[src/rtl/decoder_host_link_if.sv]
// ---------------------------------------------------------------------------
// decoder_host_link_if
// Byte link between the host endpoint and the decoder controller.
//   tx_data/tx_valid/tx_ready : host -> controller byte stream
//   rx_data/rx_valid/rx_ready : controller -> host byte stream
// Modports:
//   master : host endpoint (drives tx, sinks rx)
//   slave  : controller side (sinks tx, drives rx)
// ---------------------------------------------------------------------------
interface decoder_host_link_if;
    logic [7:0] tx_data;
    logic       tx_valid;
    logic       tx_ready;
    logic [7:0] rx_data;
    logic       rx_valid;
    logic       rx_ready;

    modport master (
        output tx_data, tx_valid,
        input  tx_ready,
        input  rx_data, rx_valid,
        output rx_ready
    );

    modport slave (
        input  tx_data, tx_valid,
        output tx_ready,
        output rx_data, rx_valid,
        input  rx_ready
    );
endinterface

[src/rtl/decoder_host_link.sv]
// ---------------------------------------------------------------------------
// decoder_host_link
// Host-side endpoint of the decoder byte link. Serializes one syndrome job
// (start byte, header byte, measurement bytes) towards the controller and
// reassembles the controller's reply (iterations, cycle count, correction
// bytes) into one wide result word. One job in flight at a time.
//
// Ports:
//   clk               clock
//   reset             asynchronous, active-low reset
//   job_syndrome      PR*U bits, round r at [r*PR +: PR]
//   job_valid/ready   job handshake (ready only in IDLE)
//   link              byte link (master modport): tx towards controller,
//                     rx from controller
//   result_iterations grow iterations reported
//   result_cycles     cycle count reported
//   result_correction CW*U bits, round r at [r*CW +: CW]
//   result_valid/ready result handshake, result held until accepted
//   timeout_error     sticky watchdog flag
//
// Optional feature: define HOST_LINK_TIMEOUT_EN to enable the link watchdog.
// Without it timeout_error is tied low and the link waits indefinitely.
// ---------------------------------------------------------------------------
module decoder_host_link #(
    parameter int unsigned GRID_WIDTH_X   = 4,
    parameter int unsigned GRID_WIDTH_Z   = 1,
    parameter int unsigned GRID_WIDTH_U   = 3,
    parameter logic [7:0]  START_MSG      = 8'h00,
    parameter logic [7:0]  HEADER_MSG     = 8'h01,
    parameter int unsigned TIMEOUT_CYCLES = 65535
) (
    input  logic clk,
    input  logic reset,
    input  logic [GRID_WIDTH_X*GRID_WIDTH_Z*GRID_WIDTH_U-1:0] job_syndrome,
    input  logic job_valid,
    output logic job_ready,
    decoder_host_link_if.master link,
    output logic [7:0]  result_iterations,
    output logic [15:0] result_cycles,
    output logic [(2*(GRID_WIDTH_X-1)*GRID_WIDTH_Z+1+GRID_WIDTH_X*GRID_WIDTH_Z)*GRID_WIDTH_U-1:0] result_correction,
    output logic result_valid,
    input  logic result_ready,
    output logic timeout_error
);

    localparam int unsigned PR   = GRID_WIDTH_X * GRID_WIDTH_Z;
    localparam int unsigned MB   = (PR + 7) / 8;
    localparam int unsigned CW   = 2 * (GRID_WIDTH_X - 1) * GRID_WIDTH_Z + 1 + GRID_WIDTH_X * GRID_WIDTH_Z;
    localparam int unsigned CB   = (CW + 7) / 8;
    localparam int unsigned U    = GRID_WIDTH_U;
    localparam int unsigned SW   = PR * U;
    localparam int unsigned CWU  = CW * U;
    localparam int unsigned MBW  = MB * 8;
    localparam int unsigned MAXB = (MB > CB) ? MB : CB;
    localparam int unsigned BW   = $clog2(MAXB) + 1;
    localparam int unsigned RW   = $clog2(U) + 1;

    localparam logic [BW-1:0]  LAST_MB    = BW'(MB - 1);
    localparam logic [BW-1:0]  LAST_CB    = BW'(CB - 1);
    localparam logic [RW-1:0]  LAST_RND   = RW'(U - 1);
    localparam logic [CWU-1:0] ROUND_ONES = CWU'({CW{1'b1}});

    typedef enum logic [3:0] {
        IDLE, TX_START, TX_HEADER, TX_MEAS,
        RX_ITER, RX_CYC_HI, RX_CYC_LO, RX_CORR, RESULT
    } state_t;

    state_t          state_q, state_d;
    logic [BW-1:0]   byte_q, byte_d;
    logic [RW-1:0]   rnd_q, rnd_d;
    logic [SW-1:0]   syn_q, syn_d;
    logic [7:0]      tx_data_q, tx_data_d;
    logic            tx_valid_q, tx_valid_d;
    logic [7:0]      iter_q, iter_d;
    logic [15:0]     cyc_q, cyc_d;
    logic [CWU-1:0]  corr_q, corr_d;
    logic            tx_fire, rx_fire;
    logic [31:0]     corr_sh;
    logic [CWU-1:0]  corr_mask;

    // Byte b of round r, bits beyond PR read as zero.
    function automatic logic [7:0] meas_byte(input logic [SW-1:0] syn,
                                             input logic [RW-1:0] r,
                                             input logic [BW-1:0] b);
        logic [PR-1:0]  rbits;
        logic [MBW-1:0] ext;
        rbits = PR'(syn >> (32'(r) * PR));
        ext   = MBW'(rbits);
        return 8'(ext >> (32'(b) * 8));
    endfunction

    assign link.rx_ready = (state_q == RX_ITER) || (state_q == RX_CYC_HI) ||
                           (state_q == RX_CYC_LO) || (state_q == RX_CORR);
    assign link.tx_data  = tx_data_q;
    assign link.tx_valid = tx_valid_q;
    assign job_ready     = (state_q == IDLE) && reset;
    assign result_valid  = (state_q == RESULT);
    assign result_iterations = iter_q;
    assign result_cycles     = cyc_q;
    assign result_correction = corr_q;

    assign tx_fire = tx_valid_q && link.tx_ready;
    assign rx_fire = link.rx_ready && link.rx_valid;

`ifdef HOST_LINK_TIMEOUT_EN
    localparam int unsigned     WDW     = $clog2(TIMEOUT_CYCLES + 1);
    localparam logic [WDW-1:0]  WD_LAST = WDW'(TIMEOUT_CYCLES - 1);
    logic [WDW-1:0] wd_q, wd_d;
    logic           to_q, to_d;
    assign timeout_error = to_q;
`else
    assign timeout_error = 1'b0;
`endif

    always_comb begin
        state_d    = state_q;
        byte_d     = byte_q;
        rnd_d      = rnd_q;
        syn_d      = syn_q;
        tx_data_d  = tx_data_q;
        tx_valid_d = tx_valid_q;
        iter_d     = iter_q;
        cyc_d      = cyc_q;
        corr_d     = corr_q;
        // Correction byte lands at r*CW + 8b; the mask clips it to its round.
        corr_sh    = 32'(rnd_q) * CW + 32'(byte_q) * 8;
        corr_mask  = (CWU'(8'hFF) << corr_sh) & (ROUND_ONES << (32'(rnd_q) * CW));

        unique case (state_q)
            IDLE: begin
                if (job_valid) begin
                    syn_d      = job_syndrome;
                    tx_valid_d = 1'b1;
                    tx_data_d  = START_MSG;
                    state_d    = TX_START;
                end
            end
            TX_START: begin
                if (tx_fire) begin
                    tx_data_d = HEADER_MSG;
                    state_d   = TX_HEADER;
                end
            end
            TX_HEADER: begin
                if (tx_fire) begin
                    tx_data_d = meas_byte(syn_q, '0, '0);
                    state_d   = TX_MEAS;
                end
            end
            TX_MEAS: begin
                if (tx_fire) begin
                    if (byte_q == LAST_MB) begin
                        byte_d = '0;
                        rnd_d  = rnd_q + RW'(1);
                    end else begin
                        byte_d = byte_q + BW'(1);
                    end
                    if (byte_q == LAST_MB && rnd_q == LAST_RND) begin
                        tx_valid_d = 1'b0;
                        tx_data_d  = '0;
                        state_d    = RX_ITER;
                    end else begin
                        tx_data_d = meas_byte(syn_q, rnd_d, byte_d);
                    end
                end
            end
            RX_ITER: begin
                if (rx_fire) begin
                    iter_d  = link.rx_data;
                    state_d = RX_CYC_HI;
                end
            end
            RX_CYC_HI: begin
                if (rx_fire) begin
                    cyc_d[15:8] = link.rx_data;
                    state_d     = RX_CYC_LO;
                end
            end
            RX_CYC_LO: begin
                if (rx_fire) begin
                    cyc_d[7:0] = link.rx_data;
                    state_d    = RX_CORR;
                end
            end
            RX_CORR: begin
                if (rx_fire) begin
                    corr_d = (corr_q & ~corr_mask) | ((CWU'(link.rx_data) << corr_sh) & corr_mask);
                    if (byte_q == LAST_CB) begin
                        byte_d = '0;
                        rnd_d  = rnd_q + RW'(1);
                    end else begin
                        byte_d = byte_q + BW'(1);
                    end
                    if (byte_q == LAST_CB && rnd_q == LAST_RND)
                        state_d = RESULT;
                end
            end
            RESULT: begin
                if (result_ready)
                    state_d = IDLE;
            end
            default: state_d = IDLE;
        endcase

`ifdef HOST_LINK_TIMEOUT_EN
        wd_d = wd_q;
        to_d = to_q;
        if (state_q != IDLE && state_q != RESULT) begin
            if (tx_fire || rx_fire) begin
                wd_d = '0;
            end else if (wd_q == WD_LAST) begin
                // Abandon the job: no result is presented.
                wd_d       = '0;
                to_d       = 1'b1;
                tx_valid_d = 1'b0;
                tx_data_d  = '0;
                state_d    = IDLE;
            end else begin
                wd_d = wd_q + WDW'(1);
            end
        end else begin
            wd_d = '0;
        end
`endif

        // Position counters restart on every state entry.
        if (state_d != state_q) begin
            byte_d = '0;
            rnd_d  = '0;
        end
    end

    always_ff @(posedge clk or negedge reset) begin
        if (!reset) begin
            state_q    <= IDLE;
            byte_q     <= '0;
            rnd_q      <= '0;
            syn_q      <= '0;
            tx_data_q  <= '0;
            tx_valid_q <= 1'b0;
            iter_q     <= '0;
            cyc_q      <= '0;
            corr_q     <= '0;
        end else begin
            state_q    <= state_d;
            byte_q     <= byte_d;
            rnd_q      <= rnd_d;
            syn_q      <= syn_d;
            tx_data_q  <= tx_data_d;
            tx_valid_q <= tx_valid_d;
            iter_q     <= iter_d;
            cyc_q      <= cyc_d;
            corr_q     <= corr_d;
        end
    end

`ifdef HOST_LINK_TIMEOUT_EN
    always_ff @(posedge clk or negedge reset) begin
        if (!reset) begin
            wd_q <= '0;
            to_q <= 1'b0;
        end else begin
            wd_q <= wd_d;
            to_q <= to_d;
        end
    end
`endif

endmodule

[src/flat_wrapper.sv]
// flat-port wrapper written by rule: the top's interface ports become plain ports
module decoder_host_link_flat 
#(
    parameter int unsigned GRID_WIDTH_X   = 4,
    parameter int unsigned GRID_WIDTH_Z   = 1,
    parameter int unsigned GRID_WIDTH_U   = 3,
    parameter logic [7:0]  START_MSG      = 8'h00,
    parameter logic [7:0]  HEADER_MSG     = 8'h01,
    parameter int unsigned TIMEOUT_CYCLES = 65535
)
  (clk, reset, job_syndrome, job_valid, job_ready, result_iterations, result_cycles, result_correction, result_valid, result_ready, timeout_error, link_tx_data, link_tx_valid, link_tx_ready, link_rx_data, link_rx_valid, link_rx_ready);
  decoder_host_link_if link_i ();
  input  logic clk;
  input  logic reset;
  input  logic [GRID_WIDTH_X*GRID_WIDTH_Z*GRID_WIDTH_U-1:0] job_syndrome;
  input  logic job_valid;
  output logic job_ready;
  output logic [7:0] result_iterations;
  output logic [15:0] result_cycles;
  output logic [(2*(GRID_WIDTH_X-1)*GRID_WIDTH_Z+1+GRID_WIDTH_X*GRID_WIDTH_Z)*GRID_WIDTH_U-1:0] result_correction;
  output logic result_valid;
  input  logic result_ready;
  output logic timeout_error;
  output wire logic [$bits(link_i.tx_data)-1:0] link_tx_data;
  output wire logic [$bits(link_i.tx_valid)-1:0] link_tx_valid;
  input wire logic [$bits(link_i.tx_ready)-1:0] link_tx_ready;
  input wire logic [$bits(link_i.rx_data)-1:0] link_rx_data;
  input wire logic [$bits(link_i.rx_valid)-1:0] link_rx_valid;
  output wire logic [$bits(link_i.rx_ready)-1:0] link_rx_ready;
  assign link_tx_data = link_i.tx_data;
  assign link_tx_valid = link_i.tx_valid;
  assign link_i.tx_ready = link_tx_ready;
  assign link_i.rx_data = link_rx_data;
  assign link_i.rx_valid = link_rx_valid;
  assign link_rx_ready = link_i.rx_ready;
  decoder_host_link #(.GRID_WIDTH_X(GRID_WIDTH_X), .GRID_WIDTH_Z(GRID_WIDTH_Z), .GRID_WIDTH_U(GRID_WIDTH_U), .START_MSG(START_MSG), .HEADER_MSG(HEADER_MSG), .TIMEOUT_CYCLES(TIMEOUT_CYCLES)) u_core (.clk(clk), .reset(reset), .job_syndrome(job_syndrome), .job_valid(job_valid), .job_ready(job_ready), .link(link_i), .result_iterations(result_iterations), .result_cycles(result_cycles), .result_correction(result_correction), .result_valid(result_valid), .result_ready(result_ready), .timeout_error(timeout_error));
endmodule
[config.mk]
export PLATFORM = sky130hd
export DESIGN_NAME = decoder_host_link_flat
export DESIGN_NICKNAME = d
export VERILOG_FILES = /design/src/rtl/decoder_host_link_if.sv /design/src/rtl/decoder_host_link.sv /design/src/flat_wrapper.sv
export SDC_FILE = /design/constraint.sdc
export NUM_CORES = 1
export LEC_CHECK = 0
export ABC_AREA = 0
export ABC_CLOCK_PERIOD_IN_PS = 4250
export CORE_UTILIZATION = 40
export DETAILED_ROUTE_END_ITERATION = 10
export HOLD_SLACK_MARGIN = 0.15
export SYNTH_ARGS = -nofsm -noshare
export SYNTH_HDL_FRONTEND = slang
export SYNTH_SLANG_ARGS = --single-unit
[constraint.sdc]
create_clock -name clk -period 4.25 [get_ports clk]
set_clock_uncertainty 0.15 [all_clocks]
set_input_delay 0.425 -clock clk [delete_from_list [all_inputs] [get_ports clk]]
set_output_delay 0.425 -clock clk [all_outputs]
set_load 0.005 [all_outputs]
# == Yosys cells after proc, flatten, opt, wreduce, memory -nomap -nowiden ==
# Cells that the tools add are included.
# word_totals
in_bits,26
register_bits,87
word_cells,103
out_inout_bits,70
# op_classes
muxes,38
shifts,5
n_eq_ne,19
n_reduce_logical,22
n_addsub,3
bitwise_logic,5
mul,1
# ops
cell,count
AND 33 bit,3
2-to-1 mux 4 bit,11
2-to-1 mux 8 bit,5
case mux 4 bit (9 select lines),1
NOT 33 bit,1
bitwise OR 33 bit,1
<< shifter 11 x 7 -> 33 bit (first input constant),1
<< shifter 8 x 32 -> 33 bit,1
<< shifter 8 x 32 -> 33 bit (first input constant),1
case mux 8 bit (4 select lines),1
2-to-1 mux 3 bit,7
equality test 4 x 3 -> 1 bit (second input constant),4
2-to-1 mux 2 bit,7
right shift 12 x 5 -> 4 bit,1
AND reduction 2 bit,5
adder 7 x 5 -> 8 bit,1
equality test 4 x 2 -> 1 bit (second input constant),2
!= test 2 x 1 -> 1 bit (second input constant),4
AND reduction 4 bit,2
right shift 4 x 5 -> 8 bit,1
multiplier 3 x 4 -> 7 bit (second input constant),1
case mux 3 bit (2 select lines),1
logical AND 1 bit,5
AND reduction 5 bit,1
21 further kinds,25

# == Longest topological paths before layout ==
# depth
word_depth,10
mapped_depth,12
mapped_depth_nobuf,11

# == Worst setup path after synthesis ==
# Ideal clock, no wire load.
# synth_path
kind,reg-to-reg
start,register u_core.rnd_q[2]
end,register with a tool-made name
stages_incl_launch_ff,13
t_arrival_ns,3.383
path_buffers,1
path_slack_ns,0.589
required_ns,3.973
setup_ns,0.127
period_less_slack_ns,3.661
cell_sequence,dfrtp_1 ha_1 inv_1 fa_1 inv_1 ha_1 fa_1 or2_2 o21a_1 buf_2 or3_4 nor2_1 mux2_1
# synth_lines
item,line_no,source
from (decl),decoder_host_link.sv:70,"logic [RW-1:0] rnd_q, rnd_d;"
from (signal assigned),decoder_host_link.sv:247,rnd_q <= rnd_d;

==> flow_summary.yaml <==
outcome:
  status: "complete, no violations"
setup_path:
  ff2ff_setup_slack_ns: 0.33
  path_class: "flop to flop"
  crit_start: "u_core.rnd_q[2]"
  start_kind: "flop"
  cp.required_ns: 4.34
  endpoint_kind: "flop"
  cp.arrival_ns: 4.01
  path_max_fanout: 10
  reg2reg_depth: 11
  r2r-start: "u_core.rnd_q[2]"
route:
  dr_total_vias: 4459
  route.detailed.drc: 0
  routedWlPerCell_um: 18.7
  drtPass1Iterations: 5
  viasPerCell: 5.67
  drt_iter0_markers: 314
  wirelength_um: 14700
  drtAntennaViolNets: 0
final_layout:
  fin_nets: 655
  area_growth_pct: 26.1
  fillCellCount: 1216
  drive_above_1_share_pct: 14.5
  n_antenna_cell: 0
hold_path:
  min-delay-path-class: "flop to flop"
  hold_depth: 1
logic_synthesis:
  synthTopCellsByArea: "dfrtp_1 (40%), mux2_2 (11%), mux2i_1 (4.2%)"
  yosys.area.top_type: "dfrtp_1"
  synth.most_common_cell: "dfrtp_1"
  synthMuxAreaShare_pct: 16.8
  synth-edff-count: 0
  syn_avg_cell_area_um2: 9.87
  synth-adder-area-share_pct: 5.26
  synth-seq-cells: 83
  synth_common_cells: "dfrtp_1 (83), mux2_2 (52), nand2_1 (43), nor2_1 (39), a21oi_1 (29)"
  synth-simple-area-share_pct: 16.6
  synth_top_family_by_area: "multiplexers"
  synthArstFlopShare_pct: 100
  ys_types: 65
  synth-compound-area-share_pct: 16.3
  ys_seq_area_share_pct: 40.1
  synthCells: 525
  ys_warn_count: 0
  yosys.area_share.xor_xnor_pct: 0.676
  yosysTopAreaCellShare_pct: 40.1
  synth_ff_type: "dfrtp_1"
  syn_area_mm2: 0.00518
power:
  p_leak_nw: 2.78
  power_density_mw_per_mm2: 637
  power_mw: 4.16
  vdd_drop_max_v: 0.000336
global_routing:
  overflow: 0
  grt_use_met3_pct: 4.24
  antenna_found_initial: 0
  grt_pass1_vias: 4384
  grt_max_degree: 53
  top_usage_layer: "met2"
  grt_usage_pct: 23.5
  grt_use_met1_pct: 32.6
  grt_pass1_wl_um: 23800
  use_met2_pct: 36.2
floorplanning:
  core_area_mm2: 0.0126
  die_h_um: 116
  dieArea_mm2: 0.0134
  die_w_um: 116
  io_pins: 96
  placementRows: 41
  start_util_pct: 41.1
job:
  maxCapViolations: 0
cts:
  htreeDepth: 3
  cts_tree: "done"
  clkTransAtPathRegs_ns: 0.07
  numCtsBuffers: 9
  post_cts_resize_count: 0
  clock_latency_ns: 0.35
  clock-sinks: 83
  clockBufferDepth: 2
  clock-root-buffer: "clkbuf_16"
  postCtsSetupBuffers: 0
timing:
  setup_viol: 0
  rsz0062_at_grt: "false"
  max_slew_margin_pct: 37.8
  post-route-min-period_ns: 3.92
  timing.setup.tns_ns: 0
  period_share_pct: 92.3
  hold_viol: 0
  tightest_slew_ns: 0.933
  max_freq_mhz: 255
  slew_viol_final: 0
place:
  place_hpwl_um: 10800
  routabilityCongestion: 0.897
  port_buffers: 90
-- kinds of logic after synthesis --
family / Yosys count
AOI/OAI and AO/OA: 129
and+or+nand+nor: 162
other: 1
buffers and inverters: 48
adders and majority gates: 20
DFF: 83
xor gates and xnor gates: 4
muxes: 78
-- critical path, stage by stage, from the launching register on --
cell and delay, ns:
dfrtp_1 0.48, ha_1 0.32, inv_1 0.05, fa_1 0.53
inv_1 0.04, ha_1 0.21, fa_1 0.43, or2_2 0.32
o21a_1 0.30, or3_4 0.50, nor2_1 0.14, mux2_1 0.32
-- report_power, final --
group | leakage, nW | internal [mW] | switching [mW]
logic | 1.55 | 0.976 | 1.19
clock network | 0.135 | 0.455 | 0.336
registers | 1.09 | 1.03 | 0.181
total | 2.78 | 2.46 | 1.71
-- routing by layer --
layer / share of wire, % / wire [um]
met5: 0 / 0
met4: 1.9 / 275
met3: 5.4 / 793
met1: 47 / 6830
met2: 46 / 6780
-- through the flow --
stage | cells | utilization, % | instance area, um^2 | setup slack [ns] | hold slack (ns)
detailed placement | 769 | 49.4 | 6230 | 0.358 | 0.260
global route | 786 | 51.8 | 6540 | 0.124 | 0.356
finish | 786 | 51.8 | 6540 | 0.326 | 0.340
global placement | 769 | 49.4 | 6230 | 0.405 | 0.256
floorplan | 529 | - | 5200 | 0.589 | -0.0206
CTS | 786 | 51.8 | 6540 | 0.335 | 0.349
-- timing repair --
item / in CTS / in global routing
endpoints found under the hold margin: 31 / 0
hold buffers: 1 / 0
setup endpoints to repair: 0 / 0
-- how the worst max path moves through the flow --
stage	slack [ns]	cells past startpoint	to
final	0.33	11	flop
after global routing	0.12	11	flop
after CTS	0.33	11	flop
after detailed placement	0.36	11	flop
after global placement	0.41	11	flop
after floorplan	0.59	12	flop
-- cell type report --
class	instances	area [um^2]	share of cell area, %
clock buffers	10	229	3.50
well taps	172	215	3.29
flip-flops and latches	83	2080	31.8
repair buffers	101	983	15.0
inverters	16	60.1	0.919
clock inverters	6	66.3	1.01
multi-input cells	398	2900	44.4
-- placed cells by master, fill, tap and decap left out, drive strengths merged, types with 7 or more instances in the layout --
cell type	instances
ha	17
clkbuf	10
nand3b	8
o22ai	19
mux2i	22
nor2	39
clkdlybuf4s50	89
dfrtp	83
a21oi	29
nor3	12
a31oi	7
inv	16
o21ai	24
nand2b	15
mux2	54
nand2	43
buf	11
a211oi	9
No activity file was read; power rests on OpenSTA's default activity.
